==> src/rtl/mux_scan_nx1.sv <==
// N:1 registered multiplexer with manual select and free-running scan mode.
// In scan mode the select register steps through every channel, holding each
// for DWELL enabled cycles; wrap pulses once per full sweep.
module mux_scan_nx1 #(
    parameter int WIDTH    = 1,
    parameter int CHANNELS = 4,
    parameter int INVERT   = 1,
    parameter int DWELL    = 1,
    localparam int SEL_W   = $clog2(CHANNELS)
) (
    input  logic                      clk,
    input  logic                      reset,
    input  logic [CHANNELS*WIDTH-1:0] d,
    input  logic [SEL_W-1:0]          s,
    input  logic                      load,
    input  logic                      mode,
    input  logic                      en,
    output logic [WIDTH-1:0]          result,
    output logic [SEL_W-1:0]          ch,
    output logic                      valid,
    output logic                      wrap
);

    localparam int DCNT_W = (DWELL > 1) ? $clog2(DWELL) : 1;
    localparam logic [DCNT_W-1:0] DCNT_LAST = DCNT_W'(DWELL - 1);
    localparam logic [SEL_W-1:0]  SEL_LAST  = SEL_W'(CHANNELS - 1);

    typedef enum logic {
        MANUAL = 1'b0,
        SCAN   = 1'b1
    } state_t;

    state_t             state_q, state_d;
    logic [SEL_W-1:0]   sel_q, sel_d;
    logic [DCNT_W-1:0]  dcnt_q, dcnt_d, dcnt_eff;
    logic               wrap_d;
    logic [WIDTH-1:0]   chan [CHANNELS];
    logic [WIDTH-1:0]   sample;

    // Unflatten the data bus and form the (optionally inverted) sample.
    always_comb begin
        for (int unsigned k = 0; k < CHANNELS; k++) begin
            chan[k] = d[k*WIDTH +: WIDTH];
        end
        sample = (INVERT != 0) ? ~chan[sel_q] : chan[sel_q];
    end

    // Next-state logic: state tracks mode; the edge where mode changes already
    // behaves as the new mode, but with the dwell count treated as cleared.
    always_comb begin
        state_d  = mode ? SCAN : MANUAL;
        sel_d    = sel_q;
        wrap_d   = 1'b0;
        dcnt_eff = (state_d != state_q) ? '0 : dcnt_q;
        dcnt_d   = dcnt_eff;
        case (state_d)
            MANUAL: begin
                if (load) begin
                    sel_d = s;
                end
            end
            SCAN: begin
                if (en) begin
                    if (dcnt_eff == DCNT_LAST) begin
                        dcnt_d = '0;
                        sel_d  = sel_q + 1'b1;
                        wrap_d = (sel_q == SEL_LAST);
                    end else begin
                        dcnt_d = dcnt_eff + 1'b1;
                    end
                end
            end
            default: begin
                sel_d = sel_q;
            end
        endcase
    end

    // Control state registers.
    always_ff @(posedge clk) begin
        if (reset) begin
            state_q <= MANUAL;
            sel_q   <= '0;
            dcnt_q  <= '0;
        end else begin
            state_q <= state_d;
            sel_q   <= sel_d;
            dcnt_q  <= dcnt_d;
        end
    end

    // Output registers: sample with the pre-edge select when enabled.
    always_ff @(posedge clk) begin
        if (reset) begin
            result <= '0;
            ch     <= '0;
            valid  <= 1'b0;
            wrap   <= 1'b0;
        end else begin
            valid <= en;
            wrap  <= wrap_d;
            if (en) begin
                result <= sample;
                ch     <= sel_q;
            end
        end
    end

endmodule

==> config.mk <==
export PLATFORM = sky130hd
export DESIGN_NAME = mux_scan_nx1
export DESIGN_NICKNAME = d
export VERILOG_FILES = /design/src/rtl/mux_scan_nx1.sv
export SDC_FILE = /design/constraint.sdc
export NUM_CORES = 1
export LEC_CHECK = 0
export BUFFER_PORTS_ARGS = -buffer_cell sky130_fd_sc_hd__clkbuf_2
export CAP_MARGIN = 10
export CORE_AREA = 8 8 45 47
export CTS_BUF_LIST = sky130_fd_sc_hd__clkbuf_4
export DETAILED_ROUTE_END_ITERATION = 8
export DIE_AREA = 0 0 53 55
export PLACE_DENSITY = 0.64
export SLEW_MARGIN = 20
export SYNTH_ARGS = -nofsm -noshare
export SYNTH_HDL_FRONTEND = slang
export SYNTH_SLANG_ARGS = --single-unit
export TNS_END_PERCENT = 30
==> constraint.sdc <==
create_clock -name clk -period 1.7 [get_ports clk]
set_clock_uncertainty 0.1 [all_clocks]
set_input_delay 0.255 -clock clk [delete_from_list [all_inputs] [get_ports clk]]
set_output_delay 0.255 -clock clk [all_outputs]
set_load 0.02 [all_outputs]
# Word level (Yosys, flattened, before mapping)
# Cells that the tools add are included.
# word_totals
reg_bits	9
input_bits	11
output_inout_bits	5
memories	0
mem_bits_ro	0
elab_cells	33
latchBits	0
ramBits	0
# classes
mul	0
shifts	0
add_sub_neg	2
bitwise	4
n_eq_ne	5
order_cmp	1
n_div	0
n_reduce_logical	2
n_mux	12
# ops
operator	n
1-bit 2-to-1 mux	7
2-bit 2-to-1 mux	3
2-bit inequality test, second input constant	3
2-bit one-hot mux with 2 select lines	1
4-bit OR reduction	1
3-bit >= comparator, second input constant	1
1-bit inverter	3
2-bit inverter with 3-bit output	1
3-bit AND reduction	1
2-bit by 1-bit adder with 2-bit output, second input constant	1
1-bit binary-select mux with 2-bit select	1
2-bit == test, second input constant	1
1-bit adder, second input constant	1
1-bit inequality test	1

# Depth between registers and ports, before layout
# Gate-level depths: netlist of run 1.
# logic_depth
word_depth	7
mapped_depth	4
depth_no_buf	3

# Worst setup path before layout of run 1
# OpenSTA, ideal clock, no wires.
# synth_timing
kind	register to register
start	reg sel_q[0]
end	reg result
stages_incl_launch_ff	3
setup_slack_ps	448
arrival_ps	1073
setup_ps	79
cell_sequence	dfxtp_1 -> mux4_2 -> a211oi_2
# synth_between
elab_chain_len	5
# synth_rtl
item	line	text
from (decl)	34	logic [SEL_W-1:0] sel_q, sel_d;
from (signal assigned)	87	sel_q <= sel_d;
2-bit inverter with 3-bit output	n/a	
1-bit binary-select mux with 2-bit select	n/a	
1-bit 2-to-1 mux (implied by the code) (2 in a row)	45	sample = (INVERT != 0) ? ~chan[sel_q] : chan[sel_q];
1-bit inverter	45	
to (signal assigned)	103	result <= sample;
to (decl)	18	output logic [WIDTH-1:0] result,
# Every way passes these cells. The select of a mux whose other input is x is not followed.
# A chain may end at the register's enable or synchronous reset.

# Worst setup path after layout of run 1
# Ends and elaborated chain as after synthesis.

==> impl_metrics.prom, run 1 <==
# TYPE chip_impl_metric gauge
chip_impl_metric{name="drc",unit=""} 0
chip_impl_metric{name="utilization",unit="%"} 36.5
chip_impl_metric{name="drtAntennaViolNets",unit=""} 0
chip_impl_metric{name="net-switching-power",unit="uW"} 116
chip_impl_metric{name="cts_buffer_depth",unit=""} 2
chip_impl_info{name="tritoncts_clock_tree",value="built"} 1
chip_impl_metric{name="pwr_density_cell",unit="mW/mm^2"} 944
chip_impl_info{name="synth.top_cells.by_area",value="dfxtp_1 45%, mux2i_1 7.6%, mux4_2 5.7%, nor2b_1 4.7%, a211oi_2 3.2%"} 1
chip_impl_info{name="synth.cells.most_frequent",value="9 x dfxtp_1, 3 x mux2i_1, 3 x nor2_1, 3 x nor2b_1, 2 x nand2_1"} 1
chip_impl_metric{name="worst_ir_drop_vdd",unit="mV"} 0.312
chip_impl_info{name="hold_path_class",value="in -> reg"} 1
chip_impl_metric{name="synth_seq_cells",unit=""} 9
chip_impl_metric{name="track_usage",unit="%"} 7.68
chip_impl_metric{name="post_drt_via_cell_ratio",unit=""} 4.90
chip_impl_metric{name="postLayoutCellArea",unit="sq um"} 505
chip_impl_info{name="rsz0062_at_grt",value="no"} 1
chip_impl_metric{name="postCtsSetupRepairBufs",unit=""} 0
chip_impl_metric{name="seq_power_share",unit="%"} 48.2
chip_impl_metric{name="worstRegToRegCells",unit=""} 2
chip_impl_metric{name="drt_first_pass_iters",unit=""} 4
chip_impl_metric{name="die_area",unit="sq mm"} 0.00292
chip_impl_metric{name="pin_count_of_the_biggest_net_entering_global_routing",unit=""} 12
chip_impl_info{name="timing.critical_path.from_type",value="flip-flop"} 1
chip_impl_metric{name="multi_input_area",unit="sq um"} 196
chip_impl_metric{name="setup_viol",unit=""} 0
chip_impl_metric{name="final_layout_size_suffix_gt1_share",unit="%"} 40.7
chip_impl_metric{name="synth.net_count",unit=""} 50
chip_impl_metric{name="cp_data_required_time",unit="ns"} 1.78
chip_impl_metric{name="cp_data_arrival_time",unit="ns"} 1.39
chip_impl_info{name="yosys.cell_count.top_type",value="dfxtp_1"} 1
chip_impl_metric{name="max_freq",unit="MHz"} 767
chip_impl_info{name="cts_root_buf",value="clkbuf_4"} 1
chip_impl_metric{name="max_stage_delay",unit="ns"} 0.52
chip_impl_metric{name="routed_wirelength",unit="um"} 875
chip_impl_metric{name="holdBufCountCts",unit=""} 0
chip_impl_metric{name="postSynth.asyncResetShare",unit="%"} 0
chip_impl_metric{name="seq_area",unit="sq um"} 180
chip_impl_metric{name="drv_cap",unit=""} 0
chip_impl_metric{name="nNetsFinal",unit=""} 67
chip_impl_info{name="synth_area_leader_cell",value="dfxtp_1"} 1
chip_impl_metric{name="cellInternalPower",unit="uW"} 362
chip_impl_metric{name="hold-path-cell-count",unit=""} 3
chip_impl_info{name="crit_slowest_cell",value="mux4_2"} 1
chip_impl_info{name="run_status",value="finished clean"} 1
chip_impl_metric{name="number_of_global_route_vias_before_repair",unit=""} 363
chip_impl_info{name="critPathCaptureType",value="flip-flop"} 1
chip_impl_metric{name="slew-limit-headroom",unit="%"} 83.4
chip_impl_metric{name="synth.yosys.seq_area_share",unit="%"} 45.4
chip_impl_metric{name="netlist.area_leader.share",unit="%"} 45.4
chip_impl_metric{name="hold_viol_final",unit=""} 0
chip_impl_metric{name="timing.reg2reg.setup_slack",unit="ns"} 0.40
chip_impl_metric{name="netSwitchingFraction",unit="%"} 24.2
chip_impl_metric{name="initial_antenna_violation_count",unit=""} 0
chip_impl_metric{name="insertedDiodeCount",unit=""} 0
chip_impl_metric{name="cellLeakagePower",unit="uW"} 0.000230
chip_impl_metric{name="placed_cell_area",unit="sq um"} 475
chip_impl_metric{name="finalWorstPathRequiredPeriod",unit="ns"} 1.30
chip_impl_info{name="rr_startpoint",value="sel_q[0]"} 1
chip_impl_metric{name="dieHeight",unit="um"} 55
chip_impl_metric{name="num-fill-cells",unit=""} 141
chip_impl_metric{name="max_slew.worst_pin.slew",unit="ns"} 0.249
chip_impl_metric{name="die_w",unit="um"} 53
chip_impl_metric{name="gp_routability_congestion",unit=""} 0.727
chip_impl_metric{name="fin_worst_hold_slack",unit="ns"} 0.150
chip_impl_metric{name="initial_utilization",unit="%"} 28.7
chip_impl_info{name="synth-main-ff-cell",value="dfxtp_1"} 1
chip_impl_metric{name="synth_enable_flop_cells",unit=""} 0
chip_impl_metric{name="netlist-cell-type-count",unit=""} 23
chip_impl_metric{name="power_frac_clock",unit="%"} 37.6
chip_impl_metric{name="clkSlewWorstSetupHoldPaths",unit="ns"} 0.06
chip_impl_metric{name="timing.final.crit_share",unit="%"} 76.7
chip_impl_info{name="timing.rr.end",value="result"} 1
chip_impl_metric{name="critical_path_peak_fanout",unit=""} 4
chip_impl_metric{name="core_region_area",unit="sq mm"} 0.00138
chip_impl_metric{name="wl_per_cell",unit="um"} 12.5
chip_impl_metric{name="numPortBuffers",unit=""} 15
chip_impl_metric{name="fin_tns_setup",unit="ns"} 0
chip_impl_metric{name="placementRows",unit=""} 14
chip_impl_metric{name="area_growth_syn_to_layout",unit="%"} 27.4
chip_impl_metric{name="clock_sinks",unit=""} 9
chip_impl_info{name="min_to",value="sel_q[0]"} 1
chip_impl_metric{name="grt_pass1_wl",unit="um"} 1480
chip_impl_metric{name="cells_after_synthesis",unit=""} 38
chip_impl_metric{name="boundaryPins",unit=""} 16
chip_impl_metric{name="postCtsResizedCells",unit=""} 0
chip_impl_metric{name="p_comb_share",unit="%"} 14.2
chip_impl_metric{name="dr.first_iter.drc_count",unit=""} 4
chip_impl_metric{name="clkLatencyLatePin",unit="ns"} 0.26
chip_impl_metric{name="grt.overflow.total",unit=""} 0
chip_impl_info{name="cell_by_cell_listing_of_the_critical_path",value="mux4_2, a211oi_2"} 1
chip_impl_metric{name="cts_made_buffers",unit=""} 3
chip_impl_metric{name="synth_area_per_cell",unit="sq um"} 10.4
chip_impl_metric{name="detailroute.via_count",unit=""} 343
chip_impl_metric{name="synth_warnings",unit=""} 0
chip_impl_metric{name="syn_area",unit="sq um"} 397
chip_impl_metric{name="final-max-slew-violation-count",unit=""} 0
chip_impl_info{name="critical_path_class",value="reg -> reg"} 1
chip_impl_metric{name="htree_num_levels",unit=""} 1
chip_impl_info{name="hold_start",value="s[0]"} 1
cells by family after synthesis:
group | synth area share (%)
muxes | 13.2
DFF | 45.4
and+or+nand+nor | 18.3
buffers and inverters | 5.04
AOI/OAI and AO/OA | 14.8
adders and majority gates | 3.15
routing by layer:
| metal | wire, um | up-vias | GRT usage [%] |
|---|---|---|---|
| met5 | 0 | - | 0 |
| met1 | 355 | 151 | 6.75 |
| li1 | - | 173 | - |
| met2 | 373 | 15 | 10.4 |
| met3 | 95 | 4 | 4.55 |
| met4 | 51 | 0 | 11.2 |
placed cells by master (no fill, tap or decap):
cell	synthesis	routed
a211oi_1	1	1
a211oi_2	1	1
a311o_1	1	1
a311oi_1	1	1
a31o_2	1	1
a31oi_1	1	1
and3b_1	1	1
clkbuf_2	0	15
clkbuf_4	0	4
dfxtp_1	9	9
ha_1	1	1
inv_1	1	1
mux2i_1	3	3
mux4_2	1	1
nand2_1	2	2
nand3_1	1	1
nand3b_1	1	1
nand4_1	1	1
nor2_1	3	3
nor2b_1	3	3
nor3b_1	1	1
o21ai_0	1	1
sequential cells by signal (all words and copies together), names as in the netlist:
| signal | flops |
|---|---|
| dcnt_q | 1 |
| result | 1 |
| valid | 1 |
| sel_q | 2 |
| ch | 2 |
| wrap | 1 |
| state_q | 1 |
worst max path at each step:
| stage | slack, ns | startpoint | end | depth (start not counted) |
|---|---|---|---|---|
| 6_report | 0.40 | sel_q[0] | result | 2 |
| 5_1_grt | 0.35 | sel_q[0] | result | 2 |
| 3_3_place_gp | 0.43 | sel_q[0] | result | 2 |
| 2_1_floorplan | 0.45 | sel_q[0] | result | 2 |
| 4_1_cts | 0.38 | sel_q[0] | result | 2 |
| 3_5_place_dp | 0.40 | sel_q[0] | result | 2 |
worst max-delay path: cells and delay by family, from the launching register on:
family / cells / cell delay, ns
DFF: 1 / 0.39
muxes: 1 / 0.52
AOI/OAI and AO/OA: 1 / 0.21
power by group through the flow:
| stage | clock [uW] | combinational (uW) | sequential, uW |
|---|---|---|---|
| final | 180 | 67.8 | 230 |
| after global placement | 0 | 67.5 | 234 |
| after detailed placement | 0 | 68.1 | 235 |
| after CTS | 189 | 68.6 | 230 |
| after global routing | 208 | 76.3 | 231 |
| after floorplan | 0 | 40.9 | 241 |
through the flow:
stage / cells / power [uW] / worst slack, ns
floorplan: 38 / 282 / 0.448
global placement: 66 / 302 / 0.435
detailed placement: 66 / 303 / 0.399
CTS: 70 / 488 / 0.385
global route: 70 / 515 / 0.355
finish: 70 / 477 / 0.397
cell type report:
type	count	share of cell area, %
Multi-Input combinational cell	25	38.9
Clock buffer	4	5.94
Tap cell	16	3.96
Inverter	1	0.743
Sequential cell	9	35.6
Timing Repair Buffer	15	14.9
No activity file was read; power rests on OpenSTA's default activity.
==> run 2: changes to the inputs <==
clock period = 1.3 ns   (was 1.7 ns; I/O delays follow)
==> run 2 against run 1 <==
Net effect:
- design area is 1.5% higher
- wire length is 1.0% higher
- register-to-register slack worse by 0.33 ns
- worst setup slack worse by 0.33 ns
- worst hold slack worse by 0.062 ns
- combinational power is 37% higher
- highest routed layer unchanged
==> impl_metrics.prom, run 2 (synthesis results as in run 1) <==
# TYPE chip_impl_metric gauge
chip_impl_info{name="run_status",value="finished clean"} 1
chip_impl_info{name="final_cell_mix",value="15 x clkbuf_2, 9 x dfxtp_1, 4 x clkbuf_4"} 1
chip_impl_metric{name="worstRegToRegCells",unit=""} 2
chip_impl_metric{name="post_drt_via_cell_ratio",unit=""} 4.94
chip_impl_metric{name="max_freq",unit="MHz"} 809
chip_impl_metric{name="timing.final.crit_share",unit="%"} 95.1
chip_impl_metric{name="max_stage_delay",unit="ns"} 0.51
chip_impl_info{name="crit_slowest_cell",value="mux4_2"} 1
chip_impl_metric{name="cp_data_arrival_time",unit="ns"} 1.32
chip_impl_info{name="critical-path-top-delay-family",value="multiplexers"} 1
chip_impl_metric{name="gp_routability_congestion",unit=""} 0.723
chip_impl_metric{name="drv_cap",unit=""} 0
chip_impl_metric{name="initial_utilization",unit="%"} 28.7
chip_impl_metric{name="final-max-slew-violation-count",unit=""} 0
chip_impl_metric{name="timing.reg2reg.setup_slack",unit="ns"} 0.06
chip_impl_metric{name="cts_buffer_depth",unit=""} 2
chip_impl_info{name="timing.critical_path.from_type",value="flip-flop"} 1
chip_impl_info{name="hold_path_class",value="in -> reg"} 1
chip_impl_metric{name="dieHeight",unit="um"} 55
chip_impl_metric{name="cp_data_required_time",unit="ns"} 1.38
chip_impl_metric{name="die_area",unit="sq mm"} 0.00292
chip_impl_metric{name="pwr_density_cell",unit="mW/mm^2"} 1220
chip_impl_metric{name="slew-limit-headroom",unit="%"} 82.8
chip_impl_metric{name="num-fill-cells",unit=""} 148
chip_impl_info{name="critical_path_class",value="reg -> reg"} 1
chip_impl_metric{name="core_region_area",unit="sq mm"} 0.00138
chip_impl_info{name="rsz0062_at_grt",value="no"} 1
chip_impl_metric{name="worst_ir_drop_vdd",unit="mV"} 0.412
chip_impl_metric{name="clock_sinks",unit=""} 9
chip_impl_info{name="cp-endpoint",value="result"} 1
chip_impl_info{name="tritoncts_clock_tree",value="built"} 1
chip_impl_metric{name="max_slew.worst_pin.slew",unit="ns"} 0.256
chip_impl_metric{name="area_growth_syn_to_layout",unit="%"} 29.3
chip_impl_metric{name="drc",unit=""} 0
chip_impl_metric{name="fin_worst_hold_slack",unit="ns"} 0.0880
chip_impl_metric{name="setup_viol",unit=""} 0
chip_impl_info{name="timing.rr.end",value="result"} 1
chip_impl_metric{name="holdBufCountCts",unit=""} 0
chip_impl_metric{name="insertedDiodeCount",unit=""} 0
chip_impl_metric{name="drtAntennaViolNets",unit=""} 0
chip_impl_metric{name="cellLeakagePower",unit="uW"} 0.000235
chip_impl_metric{name="critPathBufInv",unit=""} 0
chip_impl_info{name="cts_root_buf",value="clkbuf_4"} 1
chip_impl_metric{name="grt.overflow.total",unit=""} 0
chip_impl_metric{name="fin_tns_setup",unit="ns"} 0
chip_impl_metric{name="nNetsFinal",unit=""} 68
chip_impl_metric{name="finalWorstPathRequiredPeriod",unit="ns"} 1.24
chip_impl_metric{name="clkSlewWorstSetupHoldPaths",unit="ns"} 0.06
chip_impl_metric{name="postCtsResizedCells",unit=""} 0
chip_impl_info{name="layout_commonest_cell",value="clkbuf_2"} 1
chip_impl_metric{name="wl_per_cell",unit="um"} 12.5
chip_impl_info{name="reg_top3",value="ch x2, sel_q x2"} 1
chip_impl_metric{name="postCtsSetupRepairBufs",unit=""} 0
chip_impl_metric{name="initial_antenna_violation_count",unit=""} 0
chip_impl_metric{name="detailroute.via_count",unit=""} 351
chip_impl_metric{name="pin_count_of_the_biggest_net_entering_global_routing",unit=""} 12
chip_impl_metric{name="number_of_global_route_vias_before_repair",unit=""} 386
chip_impl_metric{name="hold_viol_final",unit=""} 0
chip_impl_metric{name="final_layout_size_suffix_gt1_share",unit="%"} 41.8
chip_impl_metric{name="die_w",unit="um"} 53
chip_impl_metric{name="boundaryPins",unit=""} 16
chip_impl_metric{name="drt_first_pass_iters",unit=""} 4
chip_impl_metric{name="final_power",unit="uW"} 625
chip_impl_metric{name="clkLatencyLatePin",unit="ns"} 0.26
chip_impl_metric{name="numPortBuffers",unit=""} 15
chip_impl_metric{name="htree_num_levels",unit=""} 1
chip_impl_metric{name="path_depth",unit=""} 2
chip_impl_metric{name="routed_wirelength",unit="um"} 884
chip_impl_info{name="critical_path.startpoint",value="sel_q[0]"} 1
chip_impl_metric{name="grt_pass1_wl",unit="um"} 1490
chip_impl_info{name="critPathCaptureType",value="flip-flop"} 1
chip_impl_info{name="rr_startpoint",value="sel_q[0]"} 1
chip_impl_metric{name="dr.first_iter.drc_count",unit=""} 12
chip_impl_metric{name="cts_made_buffers",unit=""} 3
chip_impl_metric{name="placementRows",unit=""} 14
chip_impl_info{name="cell_by_cell_listing_of_the_critical_path",value="mux4_2, a211oi_2"} 1
chip_impl_metric{name="critical_path_peak_fanout",unit=""} 2
chip_impl_metric{name="track_usage",unit="%"} 7.12
run 2: per-stage QoR:
stage / setup WS, ns / std cells / area (sq um) / util [%]
final: 0.0635 / 71 / 513 / 37.1
after global routing: 0.0106 / 71 / 513 / 37.1
after CTS: 0.0462 / 71 / 513 / 37.1
after detailed placement: 0.0564 / 67 / 483 / 34.9
after global placement: 0.0868 / 67 / 483 / 34.9
after floorplan: 0.0477 / 38 / 397 / -
run 2: cell type report:
class                      instances  area [sq um]  share of cell area [%]
multi-input combinational         25           196                    38.3
clock buffer                       4          30.0                    5.85
sequential                         9           180                    35.1
tap                               16          20.0                    3.90
inverter                           1          3.75                   0.732
timing repair buffer              16          82.6                    16.1
run 2: report_power, final:
part	switching, uW	internal [uW]
sequential	9.77	290
clock	93.0	139
combinational	46.8	46.3
total	150	476
run 2: worst min-delay path: stages:
cell      delay, ns
clkbuf_2       0.08
nand2_1        0.05
a31oi_1        0.06
run 2: per-layer routing:
metal  up-vias  wire length (um)  track usage [%]  share of wire (%)
met2        13               396             11.3                 45
met5         -                 0                0                  0
li1        173                 -                -                  -
met1       163               376             6.72                 43
met3         2                87             2.41                9.8
met4         0                24             8.19                2.7
run 2: how the worst min path moves through the flow:
stage / startpoint / to / slack, ns / cells past startpoint
finish: s[0] / sel_q[0] / 0.09 / 3
global route: s[0] / sel_q[0] / 0.1 / 3
CTS: s[0] / sel_q[0] / 0.07 / 3
detailed placement: s[0] / sel_q[0] / 0.35 / 3
global placement: s[0] / sel_q[0] / 0.36 / 3
floorplan: s[0] / sel_q[0] / 0.25 / 2
==> run 3: changes to the inputs <==
MAX_ROUTING_LAYER = met4   (was default)
==> run 3 against run 2 <==
Net effect:
- sequential power is essentially flat
- final cell count is the same
- critical endpoint unchanged
- first-iteration DRC count shrank 58%
- total power shrank 0.27%
- fmax shrank 0.14%
- worst hold slack is essentially flat
==> impl_metrics.prom, run 3 (synthesis results as in run 1) <==
# TYPE chip_impl_metric gauge
chip_impl_metric{name="hold_viol_final",unit=""} 0
chip_impl_metric{name="final-max-slew-violation-count",unit=""} 0
chip_impl_metric{name="grt.overflow.total",unit=""} 0
chip_impl_info{name="cp-endpoint",value="result"} 1
chip_impl_metric{name="core_region_area",unit="sq mm"} 0.00138
chip_impl_metric{name="number_of_global_route_vias_before_repair",unit=""} 385
chip_impl_metric{name="max_slew.worst_pin.slew",unit="ns"} 0.256
chip_impl_info{name="cts_root_buf",value="clkbuf_4"} 1
chip_impl_metric{name="timing.final.crit_share",unit="%"} 95.2
chip_impl_info{name="layout_commonest_cell",value="clkbuf_2"} 1
chip_impl_metric{name="pwr_density_cell",unit="mW/mm^2"} 1220
chip_impl_metric{name="hold-path-cell-count",unit=""} 3
chip_impl_metric{name="critical_path_peak_fanout",unit=""} 2
chip_impl_metric{name="cts_buffer_depth",unit=""} 2
chip_impl_metric{name="gp_routability_congestion",unit=""} 0.731
chip_impl_metric{name="cellLeakagePower",unit="uW"} 0.000235
chip_impl_metric{name="final_layout_size_suffix_gt1_share",unit="%"} 41.8
chip_impl_info{name="final_cell_mix",value="15 x clkbuf_2, 9 x dfxtp_1, 4 x clkbuf_4"} 1
chip_impl_metric{name="postCtsResizedCells",unit=""} 0
chip_impl_metric{name="cp_data_required_time",unit="ns"} 1.38
chip_impl_metric{name="drt_first_pass_iters",unit=""} 4
chip_impl_metric{name="pin_count_of_the_biggest_net_entering_global_routing",unit=""} 12
chip_impl_metric{name="slew-limit-headroom",unit="%"} 82.8
chip_impl_metric{name="timing.reg2reg.setup_slack",unit="ns"} 0.06
chip_impl_metric{name="setup_viol",unit=""} 0
chip_impl_metric{name="clkSlewWorstSetupHoldPaths",unit="ns"} 0.06
chip_impl_metric{name="placementRows",unit=""} 14
chip_impl_metric{name="worst_ir_drop_vdd",unit="mV"} 0.412
chip_impl_metric{name="postCtsSetupRepairBufs",unit=""} 0
chip_impl_info{name="critical_path_class",value="reg -> reg"} 1
chip_impl_metric{name="initial_antenna_violation_count",unit=""} 0
chip_impl_metric{name="initial_utilization",unit="%"} 28.7
chip_impl_metric{name="boundaryPins",unit=""} 16
chip_impl_info{name="critical_path.startpoint",value="sel_q[0]"} 1
chip_impl_info{name="rsz0062_at_grt",value="no"} 1
chip_impl_metric{name="finish.cell_count_without_fillers",unit=""} 71
chip_impl_metric{name="finalWorstPathRequiredPeriod",unit="ns"} 1.24
chip_impl_info{name="rr_startpoint",value="sel_q[0]"} 1
chip_impl_metric{name="final_critical_path_setup_slack",unit="ns"} 0.0618
chip_impl_metric{name="die_w",unit="um"} 53
chip_impl_info{name="timing.rr.end",value="result"} 1
chip_impl_metric{name="pre_cts_slack",unit="ns"} 0.0564
chip_impl_metric{name="insertedDiodeCount",unit=""} 0
chip_impl_info{name="timing.critical_path.from_type",value="flip-flop"} 1
chip_impl_metric{name="clkLatencyLatePin",unit="ns"} 0.26
chip_impl_info{name="reg_top3",value="ch x2, sel_q x2"} 1
chip_impl_info{name="critPathCaptureType",value="flip-flop"} 1
chip_impl_metric{name="fin_tns_setup",unit="ns"} 0
chip_impl_metric{name="track_usage",unit="%"} 7.33
chip_impl_metric{name="detailroute.via_count",unit=""} 354
chip_impl_metric{name="htree_num_levels",unit=""} 1
chip_impl_metric{name="grt_pass1_wl",unit="um"} 1500
chip_impl_metric{name="nNetsFinal",unit=""} 68
chip_impl_metric{name="cp_data_arrival_time",unit="ns"} 1.32
chip_impl_info{name="run_status",value="finished clean"} 1
chip_impl_info{name="hold_path_class",value="in -> reg"} 1
chip_impl_metric{name="post_drt_via_cell_ratio",unit=""} 4.99
chip_impl_metric{name="clock_sinks",unit=""} 9
chip_impl_metric{name="holdBufCountCts",unit=""} 0
chip_impl_metric{name="dr.first_iter.drc_count",unit=""} 5
chip_impl_metric{name="placed_cell_area",unit="sq um"} 483
chip_impl_metric{name="numPortBuffers",unit=""} 15
chip_impl_metric{name="placed_cells",unit=""} 67
chip_impl_metric{name="area_growth_syn_to_layout",unit="%"} 29.3
chip_impl_metric{name="wl_per_cell",unit="um"} 12.6
chip_impl_metric{name="routed_wirelength",unit="um"} 894
chip_impl_metric{name="cts_made_buffers",unit=""} 3
chip_impl_info{name="tritoncts_clock_tree",value="built"} 1
chip_impl_metric{name="max_freq",unit="MHz"} 808
chip_impl_metric{name="dieHeight",unit="um"} 55
chip_impl_metric{name="drv_cap",unit=""} 0
chip_impl_metric{name="die_area",unit="sq mm"} 0.00292
chip_impl_metric{name="worstRegToRegCells",unit=""} 2
chip_impl_metric{name="fin_worst_hold_slack",unit="ns"} 0.0882
chip_impl_metric{name="postLayoutCellArea",unit="sq um"} 513
chip_impl_metric{name="drtAntennaViolNets",unit=""} 0
chip_impl_metric{name="drc",unit=""} 0
## run 3: layout make-up
cell class / instances / area (sq um)
fill: 148 / 871
multi-input combinational: 25 / 196
sequential: 9 / 180
timing repair buffer: 16 / 82.6
clock buffer: 4 / 30.0
tap: 16 / 20.0
inverter: 1 / 3.75
## run 3: where the power goes
group | switching (uW) | internal (uW) | leakage (uW) | total, uW
Clock | 91.3 | 139 | 0.0000184 | 230
Sequential | 9.76 | 291 | 0.0000740 | 300
Combinational | 46.8 | 46.3 | 0.000142 | 93.1
## run 3: worst min path at each step
stage	from	endpoint	slack (ns)
floorplan	s[0]	sel_q[0]	0.25
global placement	s[0]	sel_q[0]	0.36
detailed placement	s[0]	sel_q[0]	0.35
CTS	s[0]	sel_q[0]	0.07
global route	s[0]	sel_q[0]	0.1
finish	s[0]	sel_q[0]	0.09
## run 3: metal layers
metal | track usage, % | share of wire [%]
met5 | - | 0
met4 | 8.19 | 2.8
met3 | 2.41 | 10
met2 | 11.3 | 45
met1 | 6.72 | 42
## run 3: critical path, cell delays in order (launching register included)
cell and delay, ns:
dfxtp_1 0.35, mux4_2 0.51, a211oi_2 0.21
## run 3: per-stage QoR
step,total power [uW],utilization [%]
3_3_place_gp,398,34.9
2_1_floorplan,368,-
4_1_cts,641,37.1
6_report,623,37.1
5_1_grt,663,37.1
3_5_place_dp,401,34.9
